[src/rtl/tow_cyber_press.sv]
// Synthetic tug-of-war opponent: an LFSR-gated press sequencer that emits an
// active-low KEY-style waveform plus a one-cycle fire pulse per press.
module tow_cyber_press #(
    parameter int HOLD = 2,
    parameter int GAP  = 3
) (
    input  logic       clk,
    input  logic       reset,
    input  logic       enable,
    input  logic [8:0] difficulty,
    output logic       key_n,
    output logic       fire,
    output logic       busy,
    output logic [7:0] press_count,
    output logic [9:0] lfsr_q
);

    typedef enum logic [1:0] {
        IDLE    = 2'd0,
        PRESS   = 2'd1,
        RELEASE = 2'd2
    } state_t;

    localparam logic [3:0] HOLD_LD = 4'(HOLD - 1);
    localparam logic [3:0] GAP_LD  = 4'(GAP - 1);

    // XNOR feedback keeps all-zeros legal; all-ones is the unreachable lockup.
    function automatic logic [9:0] lfsr_next(input logic [9:0] q);
        return {q[8:0], ~(q[9] ^ q[6])};
    endfunction

    function automatic logic [7:0] sat_inc(input logic [7:0] v);
        return (v == 8'hFF) ? v : v + 8'd1;
    endfunction

    state_t     state, state_d;
    logic [3:0] timer, timer_d;
    logic       key_n_d;
    logic       fire_d;
    logic       trig;

    assign trig = enable && (lfsr_q[8:0] < difficulty);

    always_comb begin
        state_d = state;
        timer_d = timer;
        key_n_d = 1'b1;
        fire_d  = 1'b0;
        case (state)
            IDLE: begin
                if (trig) begin
                    state_d = PRESS;
                    timer_d = HOLD_LD;
                    key_n_d = 1'b0;
                    fire_d  = 1'b1;
                end
            end
            PRESS: begin
                if (timer == 4'd0) begin
                    state_d = RELEASE;
                    timer_d = GAP_LD;
                end else begin
                    timer_d = timer - 4'd1;
                    key_n_d = 1'b0;
                end
            end
            RELEASE: begin
                if (timer == 4'd0) begin
                    state_d = IDLE;
                end else begin
                    timer_d = timer - 4'd1;
                end
            end
            default: begin
                state_d = IDLE;
                timer_d = 4'd0;
            end
        endcase
    end

    // Outputs are registered from the next-state decode so they align with state.
    always_ff @(posedge clk) begin
        if (reset) begin
            lfsr_q      <= 10'd0;
            state       <= IDLE;
            timer       <= 4'd0;
            key_n       <= 1'b1;
            fire        <= 1'b0;
            busy        <= 1'b0;
            press_count <= 8'd0;
        end else begin
            lfsr_q <= lfsr_next(lfsr_q);
            state  <= state_d;
            timer  <= timer_d;
            key_n  <= key_n_d;
            fire   <= fire_d;
            busy   <= (state_d != IDLE);
            if (fire_d) begin
                press_count <= sat_inc(press_count);
            end
        end
    end

endmodule

[config.mk]
export PLATFORM = sky130hd
export DESIGN_NAME = tow_cyber_press
export DESIGN_NICKNAME = d
export VERILOG_FILES = /design/src/rtl/tow_cyber_press.sv
export SDC_FILE = /design/constraint.sdc
export NUM_CORES = 1
export LEC_CHECK = 0
export BUFFER_PORTS_ARGS = -buffer_cell sky130_fd_sc_hd__buf_2
export CORE_ASPECT_RATIO = 1.2
export CORE_MARGIN = 3
export CORE_UTILIZATION = 47
export CTS_CLUSTER_DIAMETER = 40
export CTS_CLUSTER_SIZE = 10
export DETAILED_ROUTE_END_ITERATION = 12
export PLACE_DENSITY_LB_ADDON = 0.15
export SLEW_MARGIN = 20
export SYNTH_ARGS = -nofsm -noshare
export SYNTH_HDL_FRONTEND = slang
export SYNTH_SLANG_ARGS = --single-unit
[constraint.sdc]
create_clock -name clk -period 2.1 [get_ports clk]
set_clock_uncertainty 0.05 [all_clocks]
set_input_delay 0.315 -clock clk [delete_from_list [all_inputs] [get_ports clk]]
set_output_delay 0.315 -clock clk [all_outputs]
set_load 0.02 [all_outputs]
Word-level counts from Yosys, hierarchy flattened
Cells that the tools add are included.
{"block": "op_classes", "eq_ne": 5, "order_cmp": 1, "bitwise": 3, "reduce_logical": 6, "add_sub_neg": 2, "muxes": 13}
{"op": "4-bit two-way mux", "count": 3}
{"op": "4-bit case mux with 3 select lines", "count": 1}
{"op": "9-bit < comparator", "count": 1}
{"op": "8-bit by 1-bit adder with 8-bit output, second input constant", "count": 1}
{"op": "8-bit equality test, second input constant", "count": 1}
{"op": "2-bit two-way mux", "count": 3}
{"op": "2-bit case mux with 3 select lines", "count": 1}
{"op": "4-bit zero test", "count": 1}
{"op": "1-bit two-way mux", "count": 4}
{"op": "2-bit inequality test, second input constant", "count": 2}
{"op": "2-bit AND reduction", "count": 2}
{"op": "4-bit by 1-bit subtractor with 4-bit output, second input constant", "count": 1}
{"op": "2-bit by 1-bit equality test with 1-bit output, second input constant", "count": 1}
{"op": "2-bit equality test, second input constant", "count": 1}
{"op": "2-bit zero test", "count": 1}
{"op": "1-bit inverter", "count": 2}
{"op": "1-bit case mux with 2 select lines", "count": 1}
{"op": "2-bit nonzero test", "count": 1}
{"op": "1-bit logical AND", "count": 1}
{"op": "1-bit XOR", "count": 1}
{"block": "totals", "elab_cells": 37, "in_bits": 12, "out_inout_bits": 21, "reg_bits": 27}

Logic depth before layout (Yosys ltp)
{"block": "depth", "depth_word": 5, "depth_mapped": 8, "mapped_depth_nobuf": 7}

Worst setup path after synthesis
OpenSTA, ideal clock, no wires.
{"block": "synth_path", "kind": "register -> register", "from": "register lfsr_q[4]", "to": "register press_count[0]", "path_stages_with_launch": 7, "arrival_ns": 1.920, "path_buffers": 0, "path_slack_ns": 0.009, "cell_sequence": "dfxtp_1 -> ha_1 -> a211oi_1 -> o211ai_1 -> a21oi_1 -> and3_1 -> mux2_2"}
{"block": "synth_via", "elab_chain_len": 5}
{"item": "start, declared", "line": "15", "rtl": "output logic [9:0] lfsr_q"}
{"item": "start signal, assigned", "line": "92", "rtl": "lfsr_q <= lfsr_next(lfsr_q);"}
{"item": "9-bit < comparator", "line": "42", "rtl": "assign trig = enable && (lfsr_q[8:0] < difficulty);"}
{"item": "1-bit logical AND", "line": "42"}
{"item": "1-bit two-way mux", "line": "51", "rtl": "if (trig) begin"}
{"item": "1-bit two-way mux", "line": "49", "rtl": "case (state)"}
{"item": "2-bit AND reduction (no line)"}
{"item": "end signal, assigned", "line": "99", "rtl": "press_count <= sat_inc(press_count);"}
{"item": "end, declared", "line": "14", "rtl": "output logic [7:0] press_count,"}
Every way passes these cells.
A chain may end at the register's enable or synchronous reset.

Worst setup path in the final report
{"block": "layout_path", "from": "register lfsr_q[4]", "to": "register press_count[7]"}
Same word-level chain as after synthesis.

==> impl_metrics.yaml <==
status:
  status: "finished, final reports clean"
clock_tree:
  path_clk_slew_ns: 0.14
  cts_sinks: 27
  clockBufferDepth: 2
  cts_tree: "built"
  cts_buffers: 3
  clk_latency_ns: 0.32
  htreeDepth: 1
  clock-root-buffer: "clkbuf_4"
  cts_hold_buf: 0
power_and_ir_drop:
  p_per_area_nw_per_um2: 646
  total_power_mw: 1.04
  leakagePower_nw: 0.734
  peakVddDrop_mv: 0.479
route:
  drc: 0
  via_per_inst: 5.51
  vias: 1212
  drtIter0Drc: 47
  drt_wl_total_um: 2820
  detail_route.first_pass.iterations: 5
  routedWlPerCell_um: 12.8
  postRouteAntennaNets: 0
timing:
  min_period_over_period: 0.958
  hold_slack_ns: 0.394
  worst_slack_ns: 0.0886
  slew_violations: 0
  worst_slew_pin_slew_ns: 0.512
  fmax_mhz: 497
  relSlewSlack: 0.658
  min_period_ns: 2.01
  setup_tns_ns: 0
  setup_violations: 0
  hold_violations: 0
global_routing:
  grt_max_degree: 30
  antenna_found_initial: 0
  grt.overflow.total: 0
  grt_pass1_vias: 1125
  grt_util_all_layers: 0.174
  grt_first_pass_wirelength_um: 4730
logic_synthesis:
  synth_common_cells: "dfxtp_1 (27), inv_1 (13), a21oi_1 (11), nor2_1 (11), nor2b_1 (11)"
  yosys.area.top_type: "dfxtp_1"
  ys_warn_count: 0
  synthCells: 152
  netlist.area_leader.share: 0.403
  netlist_area_sq_um: 1340
  synth_area_leaders: "dfxtp_1 (40%), ha_1 (9.3%), nor2b_1 (5.1%)"
  synth-edff-count: 0
  synth_nets: 174
  yosysSeqAreaShare: 0.403
  ys.flop_type: "dfxtp_1"
  synth-seq-cells: 27
  synth_cell_type_count: 41
  yosysMostFrequentCell: "dfxtp_1"
  syn_avg_cell_area_sq_um: 8.82
  async_flop_share: 0
die:
  die-height_um: 64.5
  dieArea_sq_um: 3530
  core_area_sq_um: 2630
  row_count: 20
  initial_core_util: 0.510
  num_io_pins: 33
  chipWidth_um: 54.8
placement:
  port_buffers: 32
  dpl.hpwl_um: 2110
  place.gp.congestion: 0.834
  pre_cts_slack_ns: -0.0743
worst_setup_path:
  worst_ep_required_time_ns: 2.32
  crit_fanout: 6
  critPathCaptureType: "flip-flop"
  start_kind: "flip-flop"
  critPathArrivalTime_ns: 2.23
  worstSetupPathType: "reg2reg"
hold_path:
  hold_path_class: "in2reg"
final_layout:
  utilization: 0.610
  layout-drive-gt1-share: 0.299
  final_nets: 210
  diodes: 0
  syn2layout_area_growth_pct: 19.5
flow_run:
  max_cap_viol_count: 0
## path summary, 6_finish.rpt
path,startpoint,end,slack (ns),cells past startpoint
worst max-delay path,lfsr_q[4],press_count[7],0.09,6
worst min-delay path,reset,lfsr_q[8],0.39,2
worst max register to register,lfsr_q[4],press_count[7],0.09,6
worst min register to register,lfsr_q[0],lfsr_q[1],0.44,1
## cell usage in the layout, fill, tap and decap left out, types with 2 or more instances in the layout
| cell type | netlist | final |
|---|---|---|
| a31oi_1 | 3 | 3 |
| inv_1 | 13 | 13 |
| or3_1 | 3 | 3 |
| dfxtp_1 | 27 | 25 |
| nor2b_1 | 11 | 11 |
| ha_1 | 10 | 10 |
| buf_4 | 0 | 5 |
| clkbuf_4 | 0 | 3 |
| nand4_1 | 3 | 3 |
| a21oi_1 | 11 | 9 |
| nand3_1 | 3 | 3 |
| mux2_2 | 2 | 2 |
| or2_2 | 2 | 2 |
| o21ai_0 | 4 | 4 |
| xnor2_1 | 2 | 2 |
| nand2_1 | 9 | 9 |
| a21oi_2 | 0 | 2 |
| nand2b_1 | 4 | 4 |
| dfxtp_2 | 0 | 2 |
| xor2_1 | 2 | 2 |
| nor2_1 | 11 | 11 |
| o31ai_1 | 2 | 2 |
| buf_2 | 0 | 32 |
| o211ai_1 | 2 | 2 |
| nor3_1 | 3 | 3 |
## layer usage
layer / global-route usage / part of all wire / vias up
li1: - / - / 608
met1: 0.225 / 0.43 / 565
met2: 0.281 / 0.50 / 33
met3: 0.0253 / 0.058 / 6
met4: 0.0685 / 0.013 / 0
met5: 0 / 0 / -
## cell families (layout without fill, tap and decap cells)
kind of cell | count (synthesis) | count (layout) | share of synthesized area
simple gates | 59 | 59 | 0.247
compound gates | 30 | 30 | 0.147
flops | 27 | 27 | 0.403
buf+inv | 19 | 54 | 0.0588
fa+ha+maj | 10 | 10 | 0.0933
xor+xnor | 4 | 4 | 0.0261
mux | 3 | 3 | 0.0243
## sequential cells by signal (all words and copies together), names as in the netlist
name and count:
fire 1, state 2, lfsr_q 10, timer 4, press_count 8, key_n 1
busy 1
## final cells by class
class | instances | area (sq um)
Clock buffer | 3 | 22.5
Inverter | 13 | 48.8
Multi-Input combinational cell | 106 | 744
Clock inverter | 1 | 5.00
Fill cell | 252 | 1020
Timing Repair Buffer | 37 | 198
Sequential cell | 27 | 543
Tap cell | 33 | 41.3
## where the power goes
group | total (mW) | switching (mW) | internal (mW)
clock network | 0.221 | 0.150 | 0.0714
logic | 0.242 | 0.134 | 0.108
registers | 0.573 | 0.0274 | 0.545
total | 1.04 | 0.311 | 0.724
## metrics by stage
stage / cell area, sq um / std cells
after floorplan: 1340 / 152
after global placement: 1540 / 215
after detailed placement: 1540 / 215
after CTS: 1570 / 219
after global routing: 1600 / 220
final: 1600 / 220
## worst max-delay path, stage by stage, from the launching register on
cell      delay, ns
dfxtp_2        0.35
ha_1           0.30
a211oi_2       0.20
o211ai_1       0.13
a21o_1         0.26
or4_4          0.53
a21oi_2        0.14
## what timing repair did
action | in CTS | in global routing
endpoints found under the setup margin | 0 | 4
gates resized for setup | 0 | 7
setup buffers | 0 | 1
Power figures use the tool's default switching activity.
